File: config.mk
export PLATFORM = sky130hd
export DESIGN_NAME = iob_fifo_sync_ram_ctrl
export DESIGN_NICKNAME = d
export VERILOG_FILES = /design/src/rtl/iob_fifo_sync_ram_ctrl.sv
export SDC_FILE = /design/constraint.sdc
export NUM_CORES = 1
export LEC_CHECK = 0
export CORE_MARGIN = 3
export CORE_UTILIZATION = 36
export DETAILED_ROUTE_END_ITERATION = 12
export GPL_TIMING_DRIVEN = 1
export PLACE_DENSITY = 0.79
export SLEW_MARGIN = 20
export SYNTH_ARGS = -nofsm -noshare
export SYNTH_HDL_FRONTEND = slang
export SYNTH_SLANG_ARGS = --single-unit
File: constraint.sdc
create_clock -name clk -period 3.1 [get_ports clk]
set_input_delay 0.465 -clock clk [delete_from_list [all_inputs] [get_ports clk]]
set_output_delay 0.465 -clock clk [all_outputs]
set_load 0.01 [all_outputs]
File: src/rtl/iob_fifo_sync_ram_ctrl.sv
// Synchronous FIFO controller for an external two-port RAM with a registered read port.
// Owns the pointers, occupancy level and flags; the RAM holds the data words.
module iob_fifo_sync_ram_ctrl #(
  parameter int DATA_W = 8,
  parameter int ADDR_W = 4
) (
  input  logic              clk,
  input  logic              rst_n,
  input  logic              w_en,
  input  logic [DATA_W-1:0] w_data,
  output logic              w_full,
  input  logic              r_en,
  output logic [DATA_W-1:0] r_data,
  output logic              r_valid,
  output logic              r_empty,
  output logic [ADDR_W:0]   level,
  output logic              ext_mem_w_en,
  output logic [ADDR_W-1:0] ext_mem_w_addr,
  output logic [DATA_W-1:0] ext_mem_w_data,
  output logic              ext_mem_r_en,
  output logic [ADDR_W-1:0] ext_mem_r_addr,
  input  logic [DATA_W-1:0] ext_mem_r_data
);

  localparam int               DEPTH   = 2 ** ADDR_W;
  localparam logic [ADDR_W:0]  DEPTH_L = (ADDR_W + 1)'(DEPTH);
  localparam logic [ADDR_W:0]  ONE_L   = (ADDR_W + 1)'(1);
  localparam logic [ADDR_W-1:0] ONE_A  = ADDR_W'(1);

  logic [ADDR_W-1:0] wptr_p0;
  logic [ADDR_W-1:0] rptr_p0;
  logic [ADDR_W:0]   level_p0;
  logic              vld_p1;
  logic              push_ok;
  logic              pop_ok;

  function automatic logic [ADDR_W:0] level_next(
    input logic [ADDR_W:0] lvl,
    input logic            push,
    input logic            pop
  );
    logic [ADDR_W:0] res;
    res = lvl;
    if (push && !pop)      res = lvl + ONE_L;
    else if (pop && !push) res = lvl - ONE_L;
    return res;
  endfunction

  assign w_full  = (level_p0 == DEPTH_L);
  assign r_empty = (level_p0 == '0);
  assign level   = level_p0;

  // Requests in a reset cycle must not reach the RAM or the pointers.
  assign push_ok = rst_n & w_en & ~w_full;
  assign pop_ok  = rst_n & r_en & ~r_empty;

  assign ext_mem_w_en   = push_ok;
  assign ext_mem_w_addr = wptr_p0;
  assign ext_mem_w_data = w_data;
  assign ext_mem_r_en   = pop_ok;
  assign ext_mem_r_addr = rptr_p0;

  // Stage p0 -> p1: pointer/level update and read-valid alignment with RAM latency
  always_ff @(posedge clk) begin
    if (!rst_n) begin
      wptr_p0  <= '0;
      rptr_p0  <= '0;
      level_p0 <= '0;
      vld_p1   <= 1'b0;
    end else begin
      if (push_ok) wptr_p0 <= wptr_p0 + ONE_A;
      if (pop_ok)  rptr_p0 <= rptr_p0 + ONE_A;
      level_p0 <= level_next(level_p0, push_ok, pop_ok);
      vld_p1   <= pop_ok;
    end
  end

  assign r_valid = vld_p1;
  assign r_data  = ext_mem_r_data;

endmodule

After elaboration in Yosys (flattened, before gate mapping) --
Cells that the tools add are included. W data, S select, Z words.
Cells by class: $add $sub $neg 4, equal/unequal tests 1, muxes and demuxes 2, bitwise gates (word level) 6, reduce and logical (&&, ||, !) cells 6
Operator list (count):
- $mux W5 | 2
- $add A4 B1 Y4 const B | 2
- $add A5 B1 Y5 const B | 1
- $eq A5 B5 Y1 const B | 1
- $logic_not A5 Y1 | 1
- $sub A5 B1 Y5 const B | 1
- $and A1 B1 Y1 | 4
- $logic_and A1 B1 Y1 | 2
- $logic_not A1 Y1 | 2
- $not A1 Y1 | 2
- $reduce_bool A2 Y1 | 1
Storage, ports and cells: bits in registers 14, input bits 20, logic and storage cells 23

Depth between registers and ports, before layout --
depth in word-level cells 7, gate-level depth with buffers 10, gate-level depth less buffers 10

Worst setup path after synthesis --
No wires, ideal clock.
path kind flip-flop to flip-flop, start point reg level_p0[0] (netlist: level[0]), end point reg level_p0[4] (netlist: level[4]), setup time 72 ps, arrival 2432 ps, data required time 3028 ps, slack 596 ps, cell stages (with the launch flop) 11, path through dfxtp_1 -> or4_4 -> o21a_4 -> nand2_1 -> ha_1 -> inv_1 -> fa_1 -> nand3_1 -> a211oi_1 -> a31oi_1 -> mux2i_1
On the way: longest elaborated chain between the ends 6, elaborated cells between the ends (all ways) 15
RTL lines:
- from (decl) | line 32 | logic [ADDR_W:0] level_p0;
- from (signal assigned) | line 73 | level_p0 <= level_next(level_p0, push_ok, pop_ok);
- parallel branches: the longest is 6 deep, another holds $sub A5 B1 Y5
Parallel ways; which one is timed is not known. The select of a mux whose other input is x is not followed. A chain may end at the register's enable or synchronous reset.

Worst setup path in the final report --
Ends and elaborated chain as after synthesis.

==> run metrics <==
post-CTS setup buffers 0; root buffer cell clkbuf_4; top post-synthesis cells by area dfxtp_1 (32%), buf_4 (15%), ha_1 (8.6%); Fill cells between 200 and 250; post-CTS sizing 0; gr ovfl total 0; CTS tree built; DP Worst Slack 0.3053 ns; status complete, no violations; total power roughly 890 µW; f_max 0.3693 GHz; Placer Congestion about 0.8; final core utilization a little under half; final antenna-violating net count 0; Slew @ Worst Pin a little under 0.6 ns; WS Path Type reg -> reg; Reg-to-Reg Start level[0]; setup violators final 0; worst-path cell chain nor4_1 -> and2_1 -> nor3_1 -> ha_1 -> inv_1 -> ha_1 -> a21oi_1 -> a211oi_1 -> a31oi_1 -> mux2i_1; Yosys top cell area share roughly a third; Clock Latency Late Sink 0.29 ns; first-pass GRT wire length between 2000 and 3000 µm; Routed wire per std cell 12.49 µm; Setup crit end level[4]; reg2reg setup slack 0.39 ns; most common cell in the netlist buf_4; clock transition at the registers of the reported paths ~0.09 ns; Largest delay share family, worst path simple AND/OR/NAND/NOR gates; CP endpoint kind flop; Final min period 2.708 ns; CTS Hold Bufs 0; Sink Count 14; CTS HTree Levels 1; top layer in use met4; largest net degree at the start of global routing 13; die footprint 3037 µm²; initial antenna violation count 0; clock buffer depth 2; most used cell, CP ha_1; Max Fanout on Critical Path 6; Port Buffers 21; # IOs between 50 and 60; DRC 0; routed vias 641; asr flop ratio synth 0%; Total Wirelength ~1700 µm; clock buffer count from CTS 3; R2R depth 10; Setup crit start level[0]; Cell variety after synth 26; Multi-input gate area ~430 µm²; Pins Over Slew Limit 0; synthesized flop and latch total 14; area delta synth->final 17.72%; Hold WS 0.5200 ns; prevailing post-synth register cell dfxtp_1; CP bufs+invs 1; reg2reg end level[4]; final worst slack 0.3919 ns; Post-synth EDFFs 0; number of cells on the critical path 10; syn_area_per_cell 8.861 µm²; total global-route track usage 12.69%; VDD IR max approximately 0.47 mV; Fin. Hold Viols 0; Core Footprint about 2300 µm²; CP Launch Type flop; Worst Path Required 3.32 ns; min-delay worst type reg -> reg; clock skew about 0.0042 ns; Syn Inst Count 98; Syn. warnings 0; Seq/Total Area, Yosys between 30 and 40%; routed wire length on met3 125 µm; Final Cycle Share between 80 and 90%; Critical Path Max Stage Delay ~0.57 ns; Synth Net Count 125; Max-slew headroom between 60% and 70%; Worst Path Arrival between 2 and 3 ns; routed length on met2 762 µm; hpwl dp 1252 µm; P_leak 0.0004253 µW; CP max stage cell nor4_1; Initial DRT Pass Iterations 4; Final #Nets roughly 130; RSZ-0062 raised after global routing no; maxcap violations 0; Inserted Diodes 0; Die Wd 55.11 µm; Power Density around 870 nW/µm²; register area around 280 µm²; wire length on met1 748 µm; most frequent cells after synthesis buf_4 (17), dfxtp_1 (14), nor2_1 (14); Initial Util 38.51%; drt first-iter violations 13; vias in the first global route 609; Synth area leader dfxtp_1; share of cells above drive strength 1 under 10%; Syn Std Cell Area slightly below 900 µm²; Vias/cell roughly 4.8; Chip Height ~55 µm; setup TNS 0 ns; Rows 17
-- layout by cell type, fill, tap and decap left out, types with 2 or more instances in the layout --
cell and count:
nand3_1 4, a21oi_1 4, a211oi_1 3, nor2_1 14, xor2_1 3, o211ai_1 2
ha_1 6, inv_1 6, xnor2_1 5, dfxtp_1 14, clkdlybuf4s50_1 21, clkbuf_4 3
mux2i_1 4, nand2_1 2
-- cells by family after synthesis --
family | synth area share, %
compound gates | 10.09
xor+xnor | 8.069
fa+ha+maj | 10.95
buf+inv | 18.16
flops | 32.28
mux | 4.611
simple gates | 15.85
-- sequential cells by signal, summed over array words and instances, names as in the netlist --
register and count:
level 5, ext_mem_r_addr 4, ext_mem_w_addr 4, r_valid 1
-- worst min path at each step --
stage | startpoint | endpoint | slack [ns] | cells past startpoint
after global routing | ext_mem_r_addr[3] | ext_mem_r_addr[3] | 0.57 | 2
after CTS | ext_mem_r_addr[3] | ext_mem_r_addr[3] | 0.53 | 2
after floorplan | ext_mem_r_addr[3] | ext_mem_r_addr[3] | 0.54 | 2
after detailed placement | ext_mem_r_addr[3] | ext_mem_r_addr[3] | 0.51 | 2
after global placement | ext_mem_r_addr[3] | ext_mem_r_addr[3] | 0.50 | 2
final | ext_mem_r_addr[3] | ext_mem_r_addr[3] | 0.52 | 2
-- power by group --
group | switching, µW | internal, µW | leakage, µW
clock network | 64.0 | 71.5 | 0.0000210
registers | 65.2 | 225 | 0.000115
logic | 210 | 255 | 0.000290
-- metal layers --
metal  vias up  track usage [%]
li1        329                -
met1       294            14.68
met4         0            7.287
met2        16            20.87
met5         -                0
met3         2            3.485
-- stage by stage --
stage          std cells  instance area (µm²)
2_1_floorplan         98                868.3
3_3_place_gp         129                985.9
3_5_place_dp         129                985.9
4_1_cts              133                 1022
5_1_grt              133                 1022
6_report             133                 1022
-- tightest hold or removal path, cell delays in order, from the launching register on --
cell and delay, ns:
dfxtp_1 0.35, xor2_1 0.07, nor2_1 0.07
-- cell type report --
| type | count | share of cell area [%] |
|---|---|---|
| timing repair buffer | 22 | 21.30 |
| inverter | 6 | 2.203 |
| clock buffer | 4 | 3.550 |
| tap | 28 | 3.427 |
| sequential | 14 | 27.42 |
| multi-input combinational | 59 | 42.11 |
Power figures use the tool's default switching activity.
